## config.mk

```make
export PLATFORM = sky130hd
export DESIGN_NAME = max_stream_reducer
export DESIGN_NICKNAME = d
export VERILOG_FILES = /design/src/rtl/max_pkg.sv /design/src/rtl/max_cmp_slice.sv /design/src/rtl/max_stream_reducer.sv
export SDC_FILE = /design/constraint.sdc
export NUM_CORES = 1
export LEC_CHECK = 0
export CORE_ASPECT_RATIO = 1.75
export CORE_MARGIN = 4
export CORE_UTILIZATION = 49
export CTS_BUF_LIST = sky130_fd_sc_hd__clkbuf_4 sky130_fd_sc_hd__clkbuf_8
export CTS_CLUSTER_SIZE = 24
export DETAILED_ROUTE_END_ITERATION = 10
export GPL_ROUTABILITY_DRIVEN = 0
export GPL_TIMING_DRIVEN = 0
export PLACE_DENSITY = 0.84
export SLEW_MARGIN = 20
export SYNTH_ARGS = -nofsm -noshare
export SYNTH_HDL_FRONTEND = slang
export SYNTH_SLANG_ARGS = --single-unit
```

## constraint.sdc

```tcl
create_clock -name clk -period 2.39 [get_ports clk]
set_input_delay 0.5975 -clock clk [delete_from_list [all_inputs] [get_ports clk]]
set_output_delay 0.5975 -clock clk [all_outputs]
set_load 0.02 [all_outputs]
```

## src/rtl/max_pkg.sv

```systemverilog
// max_pkg: shared types and constants for max_stream_reducer.
//   state_e   - frame FSM encoding (IDLE, ACC, HOLD)
//   SLICE_W   - width of one compare slice in the magnitude cascade
//   idx_width - index width for a given maximum frame length
package max_pkg;

  localparam int SLICE_W = 4;

  typedef enum logic [1:0] {
    IDLE = 2'd0,  // no frame open
    ACC  = 2'd1,  // frame open, accumulating
    HOLD = 2'd2   // result registered, waiting for the consumer
  } state_e;

  function automatic int idx_width(input int n);
    return $clog2(n);
  endfunction

endpackage

```

## src/rtl/max_cmp_slice.sv

```systemverilog
// max_cmp_slice: one 4-bit unsigned magnitude-compare stage.
// Stages chain from the least-significant nibble upward, so a decision made
// in a higher nibble overrides whatever the lower nibbles concluded.
//   a, b    - nibble of candidate (a) and running maximum (b)
//   gt_in   - lower nibbles say a > b
//   eq_in   - lower nibbles are all equal
//   gt_out  - a > b over this and all lower nibbles
//   eq_out  - equal over this and all lower nibbles
module max_cmp_slice
  import max_pkg::*;
(
  input  logic [SLICE_W-1:0] a,
  input  logic [SLICE_W-1:0] b,
  input  logic               gt_in,
  input  logic               eq_in,
  output logic               gt_out,
  output logic               eq_out
);

  logic nib_eq;

  assign nib_eq = (a == b);
  assign gt_out = (a > b) | (nib_eq & gt_in);
  assign eq_out = nib_eq & eq_in;

endmodule

```

## src/rtl/max_stream_reducer.sv

```systemverilog
// max_stream_reducer: reduces each frame of a valid/ready sample stream to
// its maximum, the index of the first occurrence of that maximum, and the
// sample count. A frame closes on in_last or when it reaches N_MAX samples.
//
// Handshakes: a beat transfers on a rising edge where valid and ready are
// both high; the producer holds data/last stable while valid is high and
// ready is low, and the block holds out_* stable while out_valid is high and
// out_ready is low.
//
// Ports:
//   clk, rst   - clock, synchronous active-high reset
//   in_valid   - sample present
//   in_ready   - block can accept a sample (low in HOLD and during reset)
//   in_data    - W-bit unsigned sample
//   in_last    - final sample of the frame
//   out_valid  - frame result held
//   out_ready  - consumer accepts the result
//   out_max    - frame maximum
//   out_idx    - zero-based index of the first occurrence of out_max
//   out_count  - samples in the frame (1..N_MAX)
//   out_trunc  - frame was closed by the N_MAX limit without in_last
//   dbg_state  - current FSM state, for observation only
module max_stream_reducer
  import max_pkg::*;
#(
  parameter  int W     = 16,
  parameter  int N_MAX = 256,
  localparam int IW    = idx_width(N_MAX)
) (
  input  logic          clk,
  input  logic          rst,
  input  logic          in_valid,
  output logic          in_ready,
  input  logic [W-1:0]  in_data,
  input  logic          in_last,
  output logic          out_valid,
  input  logic          out_ready,
  output logic [W-1:0]  out_max,
  output logic [IW-1:0] out_idx,
  output logic [IW:0]   out_count,
  output logic          out_trunc,
  output state_e        dbg_state
);

  localparam int         NS      = W / SLICE_W;
  localparam logic [IW:0] N_MAX_C = (IW+1)'(N_MAX);
  localparam logic [IW:0] ONE_C   = (IW+1)'(1);

  state_e        state_q, state_d;
  logic [W-1:0]  run_max_q, run_max_d;
  logic [IW-1:0] run_idx_q, run_idx_d;
  logic [IW:0]   cnt_q, cnt_d;
  logic [W-1:0]  out_max_q, out_max_d;
  logic [IW-1:0] out_idx_q, out_idx_d;
  logic [IW:0]   out_count_q, out_count_d;
  logic          out_trunc_q, out_trunc_d;

  logic          accept;
  logic          cand_gt;
  logic          cand_eq;
  logic          update;
  logic          close;
  logic          trunc;
  logic [IW:0]   cnt_inc;

  // ---------------------------------------------------------------------------
  // Candidate vs running maximum: nibble cascade, LSB nibble first.
  // ---------------------------------------------------------------------------
  logic [NS:0] gt_c;
  logic [NS:0] eq_c;

  assign gt_c[0] = 1'b0;
  assign eq_c[0] = 1'b1;

  for (genvar s = 0; s < NS; s++) begin : g_slice
    max_cmp_slice u_slice (
      .a      (in_data[s*SLICE_W +: SLICE_W]),
      .b      (run_max_q[s*SLICE_W +: SLICE_W]),
      .gt_in  (gt_c[s]),
      .eq_in  (eq_c[s]),
      .gt_out (gt_c[s+1]),
      .eq_out (eq_c[s+1])
    );
  end

  assign cand_gt = gt_c[NS];
  assign cand_eq = eq_c[NS];
  // Ties keep the earlier index, so only a strict win updates.
  assign update  = cand_gt & ~cand_eq;

  // ---------------------------------------------------------------------------
  // Handshake decode. Ready is a pure state decode, forced low while the
  // block is held in reset so nothing is taken before the state is known.
  // ---------------------------------------------------------------------------
  assign in_ready = ~rst & (state_q != HOLD);
  assign accept   = in_valid & in_ready;
  assign cnt_inc  = cnt_q + ONE_C;

  // ---------------------------------------------------------------------------
  // Next-state / datapath logic
  // ---------------------------------------------------------------------------
  always_comb begin
    state_d     = state_q;
    run_max_d   = run_max_q;
    run_idx_d   = run_idx_q;
    cnt_d       = cnt_q;
    out_max_d   = out_max_q;
    out_idx_d   = out_idx_q;
    out_count_d = out_count_q;
    out_trunc_d = out_trunc_q;
    close       = 1'b0;
    trunc       = 1'b0;

    case (state_q)
      IDLE: begin
        if (accept) begin
          // First sample reloads the running registers; nothing from the
          // previous frame survives past this point.
          run_max_d = in_data;
          run_idx_d = '0;
          cnt_d     = ONE_C;
          if (in_last) begin
            close = 1'b1;
          end else begin
            state_d = ACC;
          end
        end
      end

      ACC: begin
        if (accept) begin
          if (update) begin
            run_max_d = in_data;
            // cnt_q is at most N_MAX-1 here, so it fits in an index.
            run_idx_d = cnt_q[IW-1:0];
          end
          cnt_d = cnt_inc;
          if (in_last || (cnt_inc == N_MAX_C)) begin
            close = 1'b1;
            trunc = ~in_last;
          end
        end
      end

      HOLD: begin
        if (out_ready) begin
          state_d = IDLE;
        end
      end

      default: begin
        state_d = IDLE;
      end
    endcase

    if (close) begin
      out_max_d   = run_max_d;
      out_idx_d   = run_idx_d;
      out_count_d = cnt_d;
      out_trunc_d = trunc;
      state_d     = HOLD;
    end
  end

  // ---------------------------------------------------------------------------
  // State registers
  // ---------------------------------------------------------------------------
  always_ff @(posedge clk) begin
    if (rst) begin
      state_q     <= IDLE;
      run_max_q   <= '0;
      run_idx_q   <= '0;
      cnt_q       <= '0;
      out_max_q   <= '0;
      out_idx_q   <= '0;
      out_count_q <= '0;
      out_trunc_q <= 1'b0;
    end else begin
      state_q     <= state_d;
      run_max_q   <= run_max_d;
      run_idx_q   <= run_idx_d;
      cnt_q       <= cnt_d;
      out_max_q   <= out_max_d;
      out_idx_q   <= out_idx_d;
      out_count_q <= out_count_d;
      out_trunc_q <= out_trunc_d;
    end
  end

  assign out_valid = (state_q == HOLD);
  assign out_max   = out_max_q;
  assign out_idx   = out_idx_q;
  assign out_count = out_count_q;
  assign out_trunc = out_trunc_q;
  assign dbg_state = state_q;

endmodule

```

After elaboration in Yosys (flattened, before gate mapping)
Cells that the tools add are included.

Eq/ne operators: 15. Bitwise gates (word level): 16. Reduce and logical (&&, ||, !) cells: 5. Add/sub/neg operators: 1. Magnitude comparators: 4. Muxes and demuxes: 24.

Operators by type and width (number): 2-to-1 mux 16 bit (3); case mux 16 bit (2 select lines) (1); 2-to-1 mux 8 bit (3); 2-to-1 mux 9 bit (2); case mux 9 bit (2 select lines) (1); equality test 4 bit (4); > comparator 4 bit (4); case mux 8 bit (2 select lines) (1); adder 9 x 1 -> 9 bit (second input constant) (1); AND 1 bit (9); equality test 9 bit (second input constant) (1); 2-to-1 mux 2 bit (4); inequality test 2 bit (second input constant) (4); AND reduction 4 bit (2); 2-to-1 mux 1 bit (7); inequality test 3 bit (second input constant) (2); case mux 2 bit (3 select lines) (1); inverter 1 bit (4); inequality test 3 x 1 -> 1 bit (second input constant) (1); bitwise OR 1 bit (3); equality test 2 x 1 -> 1 bit (second input constant) (1); equality test 2 bit (second input constant) (1); zero test 2 bit (1); inequality test 2 x 1 -> 1 bit (second input constant) (1); 3 further kinds (3).

Input port bits: 21. Register bits: 69. Word-level logic and storage cells: 74. Output and inout bits: 38.

Depth between registers and ports, before layout
Depth in word-level cells: 11. Gate-level depth with buffers: 10. Depth with buffers taken out: 9.

Modules after synthesis
A second synthesis with hierarchy kept.

Cells, all modules: 469. Area total of the unflattened synthesis: 4108.9 um2.

By module, submodules not included: max_stream_reducer (sequential area each 1381.3 um2, cells each 405, area an instance 3678.5 um2, instances 1); max_cmp_slice (sequential area each 0.0 um2, cells each 16, area an instance 107.6 um2, instances 4).

Worst setup path after synthesis
Ideal clock, no wire load.

Path kind: input to register. From: in in_data[10]. To: reg out_idx_q[6] (netlist: out_idx[6]). Data arrival time: 2381 ps. Setup time: 91 ps. Setup slack: -82 ps. Data required time: 2299 ps. Stages on the path: 8. Buffers on the path: 1. Cell sequence: ha_1 a21o_1 a21oi_1 a21oi_1 a21bo_2 clkbuf_1 or3b_2 a311oi_1.

Word-level cells in the longest chain between the ends: 9. Elaborated cells between the ends (all ways): 13. Those cells by class: order compare (1); eq/ne (1); mux (3); bitwise (8).

RTL lines: start, declared (line max_stream_reducer.sv:34) `input logic [W-1:0] in_data,`; parallel branches: the longest is 5 deep, another holds > comparator 4 bit; AND 1 bit * (line max_stream_reducer.sv:89) `assign update = cand_gt & ~cand_eq;`; 2-to-1 mux 8 bit * (line max_stream_reducer.sv:132) `if (update) begin`; 2-to-1 mux 8 bit * (line max_stream_reducer.sv:131) `if (accept) begin`; case mux 8 bit (2 select lines) * (line max_stream_reducer.sv:114) `case (state_q)`; end signal, assigned (line max_stream_reducer.sv:184) `out_idx_q <= out_idx_d;`; end, declared (line max_stream_reducer.sv:54) `logic [IW-1:0] out_idx_q, out_idx_d;`.

Every way passes the cells marked *. A chain may end at the register's enable or synchronous reset.

Final worst setup path
From: in in_valid. To: reg out_max_q[12] (netlist: out_max[12]).

Word-level cells in the longest chain between the ends: 3. Elaborated cells between the ends (all ways): 7. Those cells by class: mux (6); bitwise (1).

RTL lines: start, declared (line max_stream_reducer.sv:32) `input logic in_valid,`; AND 1 bit * (line max_stream_reducer.sv:96) `assign accept = in_valid & in_ready;`; 2-to-1 mux 16 bit (tied with other cells) (line max_stream_reducer.sv:131); case mux 16 bit (2 select lines) or case mux 1 bit (2 select lines) (tied branches) (line max_stream_reducer.sv:114); end signal, assigned (line max_stream_reducer.sv:183) `out_max_q <= out_max_d;`; end, declared (line max_stream_reducer.sv:53) `logic [W-1:0] out_max_q, out_max_d;`.

Every way passes the cells marked *; elsewhere a longest branch is shown, timed or not.

==> impl_metrics.env <==
export IMPL_placed_wire_length_estimate_um=7120
export IMPL_timing_critical_path_max_delay_family="compound AO/OA/AOI/OAI gates"
export IMPL_clock_sinks=69
export IMPL_finalCritPeriodShare_pct=103
export IMPL_required_time_reported_for_the_critical_path_endpoint_ns=2.65
export IMPL_nets=508
export IMPL_remaining_global_route_overflow=0
export IMPL_finalCoreUtilization_pct=71.0
export IMPL_worstSetupStartpoint="in_valid"
export IMPL_r2r_end="out_idx[6]"
export IMPL_r2r_worst_path_cells=9
export IMPL_cp_num_buf_inv=2
export IMPL_clock_skew_final_ns=0.0106
export IMPL_synthCells=393
export IMPL_reported_leakage_power_uw=0.00169
export IMPL_crit_path_cell_trace="dlygate4sd2_1, or3b_4, a311oi_4, and3_4, clkbuf_4, o21ai_0, a311oi_1"
export IMPL_tritoncts_num_buffers=9
export IMPL_detailroute_wirelength_met3_um=753
export IMPL_timing_reg2reg_setup_slack_ns=-0.05
export IMPL_hold_path_class="reg2reg"
export IMPL_synth_warnings=0
export IMPL_worst_hold_slack_ns=0.466
export IMPL_grt_start_max_net_pins=11
export IMPL_timing_critical_path_slowest_cell_delay_ns=0.46
export IMPL_r2r_start="run_max_q[10]"
export IMPL_routed_wire_length_per_instance_um=21.7
export IMPL_buffer_ports_inserted=57
export IMPL_timing_final_max_slew_violations=0
export IMPL_area_of_all_placed_cells_without_fillers_um2=4870
export IMPL_violations="setup timing"
export IMPL_grt_antenna_before_repair=0
export IMPL_p_per_area_nw_per_um2=560
export IMPL_route_final_wire_length_um=12100
export IMPL_drt_first_pass_iters=5
export IMPL_power_ir_vdd_worst_mv=0.466
export IMPL_antenna_diode_count=0
export IMPL_seq_area_frac_synth_pct=40.3
export IMPL_pin_count=59
export IMPL_cap_viol_max_count=0
export IMPL_globalRouteTotalUtil_pct=25.7
export IMPL_initial_utilization_pct=50.0
export IMPL_fillers=481
export IMPL_synth_ff_latch_count=69
export IMPL_hold_path_cell_count=2
export IMPL_worst_setup_path_start_kind="primary input"
export IMPL_clkLatencyLatePin_ns=0.37
export IMPL_drt_initial_drc_count=381
export IMPL_antenna_violating_nets_post_route=0
export IMPL_multiInputGateArea_um2=2230
export IMPL_setup_viol_count_final=6
export IMPL_mappedNetlistNets=433
export IMPL_endpoint_kind="register"
export IMPL_max_slew_margin_pct=46.5
export IMPL_avgViaCountPerCell=6.55
export IMPL_mappedNetlistArea_um2=3430
export IMPL_tightestPinTransition_ns=0.802
export IMPL_floorplan_rows=40
export IMPL_finalPower_uw=2730
export IMPL_route_detailed_drc=0
export IMPL_final_layout_size_suffix_gt1_share_pct=30.0
export IMPL_cts_root_buf="sky130_fd_sc_hd__clkbuf_8"
export IMPL_core_box_area_um2=6860
export IMPL_top_routing_layer_used="met4"
export IMPL_hold_violation_total_from_the_final_report=0
export IMPL_floorplan_die_width_um=71.2
export IMPL_worstSetupPathType="in2reg"
export IMPL_worst_hold_path_endpoint="out_count[1]"
export IMPL_synthToLayoutAreaGrowth_pct=42.2
export IMPL_fp_dieArea_um2=8450
export IMPL_cp_slowest_cell="sky130_fd_sc_hd__or3b_4"
export IMPL_cts_clk_slew_worst_paths_ns=0.08
export IMPL_arrival_ns=2.73
export IMPL_grt_pass1_wl_um=16900
export IMPL_synth_edf_count=0
export IMPL_layout_commonest_cell="sky130_fd_sc_hd__dfxtp_1"
export IMPL_die_height_um=119
export IMPL_status="finished, violations left"
export IMPL_hold_start="out_count[1]"
export IMPL_fmaxAchievable_ghz=0.405
export IMPL_post_dp_cell_area_um2=4160
export IMPL_grt_pass1_vias=3455
export IMPL_fin_cells=557
export IMPL_met2_routed_length_um=6410
export IMPL_setup_slack_ns=-0.0804
export IMPL_post_place_cells=534
export IMPL_tritoncts_clock_tree="yes"
export IMPL_detailroute_via_count=3651
export IMPL_post_synthesis_cell_type_count=47
export IMPL_clock_path_buffers=2
export IMPL_met1Wirelength_um=4160
export IMPL_sequential_cell_area_um2=1390
export IMPL_unrepaired_setup_endpoints_after_global_routing="yes"
export IMPL_asyncSetResetFlopFracSynth_pct=0
export IMPL_postSynth_topFlopCell="sky130_fd_sc_hd__dfxtp_1"
export IMPL_synth_area_per_cell_um2=8.72
export IMPL_critPathMaxFanout=10
export IMPL_final_period_minus_worst_setup_slack_ns=2.47
export IMPL_layout_cells_most_common_list="65 x sky130_fd_sc_hd__dfxtp_1, 39 x sky130_fd_sc_hd__a21oi_1, 39 x sky130_fd_sc_hd__clkdlybuf4s50_1, 36 x sky130_fd_sc_hd__nor3_1, 25 x sky130_fd_sc_hd__o21ai_0"
export IMPL_htree_num_levels=3
sequential cells by signal (all words and copies together) (netlist names):
register,count
run_idx_q,8
out_max,16
out_idx,8
cnt_q,9
out_trunc,1
run_max_q,16
dbg_state,2
out_count,9
metal layers:
layer	vias up	track usage [%]
met5	-	0
met4	0	14.8
met3	75	6.04
met2	220	46.4
met1	1757	25.8
li1	1599	-
worst reg2reg max path, delay by kind of cell (launching register included):
| family | cells | cell delay (ns) |
|---|---|---|
| AO/OA/AOI/OAI | 4 | 0.82 |
| AND/OR/NAND/NOR | 2 | 0.62 |
| flip-flops | 1 | 0.33 |
| buffers and inverters | 2 | 0.32 |
| adder cells (fa/ha/maj) | 1 | 0.24 |
cell usage after synthesis (all sizes together), types with 2 or more instances:
library cell | number | area share [%]
mux2i | 2 | 0.58
inv | 22 | 2.4
or3 | 13 | 2.4
buf | 22 | 3.5
nor2 | 14 | 1.5
a21oi | 41 | 6.0
nor4 | 2 | 0.37
nor3 | 37 | 5.4
nand2b | 2 | 0.37
and2 | 3 | 0.55
o211ai | 2 | 0.44
a22oi | 2 | 0.44
and3 | 4 | 0.88
or3b | 13 | 3.4
a211oi | 5 | 1.1
nand3 | 9 | 1.3
nand2 | 13 | 1.4
nand4 | 4 | 0.73
o21ai | 34 | 5.4
a311oi | 26 | 7.6
dfxtp | 69 | 40
nor2b | 6 | 1.1
ha | 19 | 6.9
o2111ai | 3 | 0.77
clkbuf | 12 | 1.3
through the flow:
step                setup slack [ns]  setup TNS (ns)
detailed placement            -0.715          -35.58
finish                       -0.0804          -0.214
global route                  -0.174           -1.92
CTS                          -0.0135         -0.0135
floorplan                   -0.00921         -0.0107
global placement              -0.703          -34.19
cell type report:
| type | count | share of cell area [%] |
|---|---|---|
| clock buffers | 16 | 4.14 |
| inverters | 22 | 1.70 |
| multi-input cells | 268 | 45.8 |
| plain buffers | 34 | 4.78 |
| repair buffers | 64 | 12.9 |
| flip-flops and latches | 69 | 28.5 |
| well taps | 84 | 2.16 |
kinds of logic after synthesis:
logic type,Yosys count,share of synthesized area (%)
xor+xnor,1,0.256
buf+inv,56,7.27
mux,3,0.913
compound gates,124,24.6
flops,69,40.3
fa+ha+maj,19,6.94
simple gates,121,19.7
worst max-delay path by stage:
stage | end | slack [ns] | cells after the start
2_1_floorplan | out_idx[6] | -0.009 | 9
3_3_place_gp | out_max[12] | -0.70 | 10
3_5_place_dp | out_idx[6] | -0.72 | 10
4_1_cts | out_max[7] | -0.01 | 10
5_1_grt | out_max[12] | -0.17 | 7
6_report | out_max[12] | -0.08 | 7
what timing repair did:
item | 4_1_cts | 5_1_grt
gates cloned | 4 | 0
hold endpoints to repair | 0 | 0
resized for setup | 84 | 70
hold buffers | 0 | 0
setup buffers | 2 | 1
pin swaps | 32 | 25
endpoints found under the setup margin | 61 | 45
where the power goes:
group          leakage (µW)  switching, µW  total (µW)  internal, µW
combinational       0.00102            289         523           235
clock              0.000107            448         975           527
sequential         0.000564           33.8        1230          1200
total               0.00169            771        2730          1960
Power figures use the tool's default switching activity.
